==> src/rtl/spi_frame_arbiter.sv <==
// rtl/spi_frame_arbiter.sv - two-requester round-robin frame arbiter in front of an SPI byte master
// Optional WAIT_END timeout abort is enabled by defining SPI_ARB_TIMEOUT_EN.
module spi_frame_arbiter #(
    parameter int unsigned TIMEOUT_CYC = 1024
) (
    input  logic        clk,
    input  logic        rst,
    input  logic [1:0]  req_valid,
    input  logic [15:0] req_data,
    input  logic [1:0]  req_last,
    output logic [1:0]  req_ready,
    output logic        m_have_data,
    output logic [7:0]  m_data,
    input  logic        m_rdreq,
    input  logic        m_wrreq,
    input  logic [7:0]  m_miso,
    input  logic        m_io_update,
    output logic        rx_valid,
    output logic [7:0]  rx_data,
    output logic        rx_id,
    output logic        done,
    output logic        done_id,
    output logic [7:0]  done_bytes,
    output logic        err
);

    typedef enum logic [2:0] {IDLE, GRANT, STREAM, WAIT_END, DONE} state_t;

    state_t     state_q, state_d;
    logic       grant_q, grant_d;
    logic       ptr_q, ptr_d;
    logic       io_q;
    logic       rx_valid_q, rx_valid_d;
    logic [7:0] rx_data_q, rx_data_d;
    logic [7:0] cnt_q, cnt_d;
    logic       err_q, err_d;
    logic       io_rise, fwd, pop, sel_valid, sel_last;

`ifdef SPI_ARB_TIMEOUT_EN
    logic [31:0] tmo_q, tmo_d;
`else
    logic unused_tmo;
    assign unused_tmo = ^TIMEOUT_CYC;
`endif

    assign io_rise   = m_io_update & ~io_q;
    assign sel_valid = req_valid[grant_q];
    assign sel_last  = req_last[grant_q];

    always_comb begin
        state_d     = state_q;
        grant_d     = grant_q;
        ptr_d       = ptr_q;
        cnt_d       = cnt_q;
        err_d       = 1'b0;
        fwd         = 1'b0;
        pop         = 1'b0;
        m_have_data = 1'b0;
        m_data      = 8'h00;
`ifdef SPI_ARB_TIMEOUT_EN
        tmo_d       = 32'd0;
`endif
        case (state_q)
            IDLE: begin
                if (|req_valid) begin
                    grant_d = req_valid[ptr_q] ? ptr_q : ~ptr_q;
                    state_d = GRANT;
                end
            end
            GRANT: begin
                cnt_d   = 8'h00;
                state_d = STREAM;
            end
            STREAM: begin
                fwd         = 1'b1;
                m_have_data = sel_valid;
                m_data      = grant_q ? req_data[15:8] : req_data[7:0];
                pop         = m_rdreq & sel_valid;
                // An end-of-frame before the last byte means the requester ran dry.
                if (io_rise) begin
                    err_d   = 1'b1;
                    ptr_d   = ~grant_q;
                    state_d = IDLE;
                end else if (pop & sel_last) begin
                    state_d = WAIT_END;
                end
            end
            WAIT_END: begin
                fwd = 1'b1;
                if (io_rise) begin
                    state_d = DONE;
                end
`ifdef SPI_ARB_TIMEOUT_EN
                else if (tmo_q == TIMEOUT_CYC - 32'd1) begin
                    err_d   = 1'b1;
                    ptr_d   = ~grant_q;
                    state_d = IDLE;
                end else begin
                    tmo_d = tmo_q + 32'd1;
                end
`endif
            end
            DONE: begin
                ptr_d   = ~grant_q;
                state_d = IDLE;
            end
            default: state_d = IDLE;
        endcase

        rx_valid_d = fwd & m_wrreq;
        rx_data_d  = rx_valid_d ? m_miso : 8'h00;
        if (rx_valid_d && cnt_q != 8'hFF) begin
            cnt_d = cnt_q + 8'd1;
        end
    end

    assign req_ready  = grant_q ? {pop, 1'b0} : {1'b0, pop};
    assign rx_valid   = rx_valid_q;
    assign rx_data    = rx_data_q;
    assign rx_id      = grant_q;
    assign done       = (state_q == DONE);
    assign done_id    = done & grant_q;
    assign done_bytes = done ? cnt_q : 8'h00;
    assign err        = err_q;

    always_ff @(posedge clk or negedge rst) begin
        if (!rst) begin
            state_q    <= IDLE;
            grant_q    <= 1'b0;
            ptr_q      <= 1'b0;
            io_q       <= 1'b0;
            rx_valid_q <= 1'b0;
            rx_data_q  <= 8'h00;
            cnt_q      <= 8'h00;
            err_q      <= 1'b0;
`ifdef SPI_ARB_TIMEOUT_EN
            tmo_q      <= 32'd0;
`endif
        end else begin
            state_q    <= state_d;
            grant_q    <= grant_d;
            ptr_q      <= ptr_d;
            io_q       <= m_io_update;
            rx_valid_q <= rx_valid_d;
            rx_data_q  <= rx_data_d;
            cnt_q      <= cnt_d;
            err_q      <= err_d;
`ifdef SPI_ARB_TIMEOUT_EN
            tmo_q      <= tmo_d;
`endif
        end
    end

endmodule

==> config.mk <==
export PLATFORM = sky130hd
export DESIGN_NAME = spi_frame_arbiter
export DESIGN_NICKNAME = d
export VERILOG_FILES = /design/src/rtl/spi_frame_arbiter.sv
export SDC_FILE = /design/constraint.sdc
export NUM_CORES = 1
export LEC_CHECK = 0
export BUFFER_PORTS_ARGS = -buffer_cell sky130_fd_sc_hd__buf_2
export CAP_MARGIN = 20
export CORE_ASPECT_RATIO = 1.1
export CORE_MARGIN = 4
export CORE_UTILIZATION = 35
export CTS_BUF_LIST = sky130_fd_sc_hd__clkbuf_4 sky130_fd_sc_hd__clkbuf_8
export DETAILED_ROUTE_END_ITERATION = 10
export GPL_TIMING_DRIVEN = 0
export SYNTH_ARGS = -nofsm -noshare
export SYNTH_HDL_FRONTEND = slang
export SYNTH_SLANG_ARGS = --single-unit
==> constraint.sdc <==
create_clock -name clk -period 4.12 [get_ports clk]
set_input_delay 0.618 -clock clk [delete_from_list [all_inputs] [get_ports clk]]
set_output_delay 0.618 -clock clk [all_outputs]
set_load 0.005 [all_outputs]
==> results.json <==
{
  "final_common_cell": "buf_2",
  "cts.reportedPaths.clkPinSlew_ns": 0.09,
  "wire_per_inst_microns": 12.9,
  "drive_above_1_share_pct": 39.7,
  "fin_worst_skew_ns": 0.00506,
  "reg2reg_depth": 6,
  "cts_hold_buf": 0,
  "syn_avg_cell_area_sq_um": 9.75,
  "drc_errors": 0,
  "layout_common_cells": "buf_2, dfrtp_1, nor2_1",
  "synth_ff_type": "dfrtp_1",
  "drt_pass1_iterations": 4,
  "grt_setup_unrepaired": "no",
  "hold_viol": 0,
  "dr_total_vias": 1258,
  "antenna_cells": 0,
  "crit_type": "flop to output pin",
  "worst_slew_pin_slew_ns": 0.532,
  "fin_crit_sh_pct": 53.7,
  "insertion_delay_ns": 0.27,
  "grt_first_pass_wirelength_mm": 5.16,
  "grt_pass1_vias": 1219,
  "place_area_sq_um": 1710,
  "io_buffer_count": 64,
  "die_area_sq_um": 4840,
  "core_area_sq_um": 3650,
  "syn_nets": 170,
  "post_cts_buffers": 0,
  "wl_mm": 3.27,
  "drv_cap": 0,
  "period_minus_slack_ns": 2.21,
  "numCtsBuffers": 3,
  "initial_core_util_pct": 36.3,
  "cts_root_buf": "clkbuf_8",
  "critical_path_required_ns": 3.50,
  "grtUsageTotal_pct": 13.7,
  "total_power_w": 0.00101,
  "finalNetCount": 239,
  "pin_count": 65,
  "via_per_inst": 4.95,
  "grt_max_degree": 25,
  "place.gp.congestion": 0.814,
  "synth_warnings": 0,
  "status": "completed",
  "tns_ns": 0,
  "ant_nets": 0,
  "htree_levels": 1,
  "die_y_microns": 72.6,
  "worstPathArrival_ns": 1.59,
  "worst_hold_slack_ns": 0.319,
  "p_per_area_nw_per_um2": 567,
  "async_flop_share_pct": 100,
  "dp_hpwl_mm": 2.63,
  "critPathMaxFanout": 10,
  "end_kind": "output pin",
  "max_slew_margin_pct": 64.5,
  "worst_slack_ns": 1.91,
  "syn_inst": 136,
  "synth_cell_types": 40,
  "die_w_microns": 66.7,
  "cts_resized": 0,
  "grt_overflow_total": 0,
  "yosysSeqAreaShare_pct": 45.3,
  "clock_path_buffers": 2,
  "syn_area_sq_um": 1330,
  "hp-class": "input port to asynchronous set/reset pin",
  "p_leak_nw": 1.01,
  "cts_tree": "built",
  "drv_slew": 0,
  "synth_edf_count": 0,
  "core.rowCount": 23,
  "antenna_found_initial": 0,
  "cp-start-kind": "flop",
  "ys_seq_elements": 24,
  "pre_cts_slack_ns": 2.19,
  "area_delta_synth_final_pct": 34.2,
  "timing.fmax_mhz": 452,
  "clock_sinks": 24,
  "drt-initial-drc-count": 25,
  "design_area_sq_um": 1780,
  "peakVddDrop_mv": 0.192,
  "setup_violations": 0
}
## through the flow
stage / cells / utilization, %
after floorplan: 136 / -
after global placement: 250 / 46.8
after detailed placement: 250 / 46.8
after CTS: 254 / 48.7
after global routing: 254 / 48.7
final: 254 / 48.7
## sequential cells by signal, summed over array words and instances, names as in the netlist
name      flops
rx_valid      1
io_q          1
cnt_q         8
rx_id         1
state_q       3
rx_data       8
err           1
ptr_q         1
## synth_stat cells (2+ instances only)
cell type | instances | area (sq um)
o21ai_0 | 5 | 25.0
a21oi_1 | 5 | 25.0
clkbuf_1 | 4 | 15.0
nand2b_1 | 3 | 18.8
nor3b_1 | 2 | 15.0
mux2i_1 | 8 | 80.1
dfrtp_1 | 24 | 601
and2_1 | 10 | 62.6
nand3_1 | 9 | 45.0
nand2_1 | 9 | 33.8
buf_2 | 2 | 10.0
and3_1 | 10 | 62.6
nor2b_1 | 2 | 12.5
a31oi_1 | 4 | 25.0
nor2_1 | 13 | 48.8
buf_4 | 2 | 15.0
## kinds of logic after synthesis
| group | after synthesis | share of synthesized area (%) |
|---|---|---|
| adders and majority gates | 1 | 0.943 |
| xor gates and xnor gates | 1 | 0.660 |
| AOI/OAI and AO/OA | 22 | 12.0 |
| DFF | 24 | 45.3 |
| and+or+nand+nor | 70 | 30.9 |
| muxes | 8 | 6.04 |
| buffers and inverters | 10 | 4.15 |
## worst max-delay path, stage by stage (launching register included)
cell	delay, ns
dfrtp_1	0.34
clkbuf_1	0.23
buf_2	0.32
mux2i_1	0.26
nor2_1	0.05
buf_2	0.12
## layout make-up
class / instances / area (sq um)
timing repair buffer: 64 / 320
inverter: 1 / 3.75
sequential: 24 / 601
clock buffer: 3 / 41.3
buffer: 9 / 51.3
fill: 351 / 1870
tap: 50 / 62.6
clock inverter: 1 / 30.0
multi-input combinational: 102 / 671
## per-layer routing
| metal | global-route usage (%) | wire length [microns] | up-vias |
|---|---|---|---|
| met2 | 25.8 | 1560 | 59 |
| met4 | 4.74 | 35 | 0 |
| met1 | 14.5 | 1330 | 576 |
| met3 | 3.72 | 349 | 4 |
| li1 | - | - | 619 |
| met5 | 0 | 0 | - |
## worst paths after layout
check / slack, ns / endpoint / startpoint
min in group clk: 0.48 / io_q / m_io_update
hold reg to reg: 0.52 / ptr_q / ptr_q
hold / removal: 0.32 / cnt_q[0] / rst
setup / recovery: 1.91 / m_data[3] / rx_id
setup reg to reg: 2.40 / cnt_q[5] / cnt_q[0]
max in group asynchronous: 3.44 / rx_data[0] / rst
## report_power, final
group	internal [W]	total [W]	switching (W)	leakage (nW)
Combinational	0.000215	0.000467	0.000252	0.658
Sequential	0.000298	0.000336	0.0000383	0.313
Clock	0.000130	0.000205	0.0000756	0.0357
Total	0.000643	0.00101	0.000366	1.01
(Power assumes the default switching activity.)
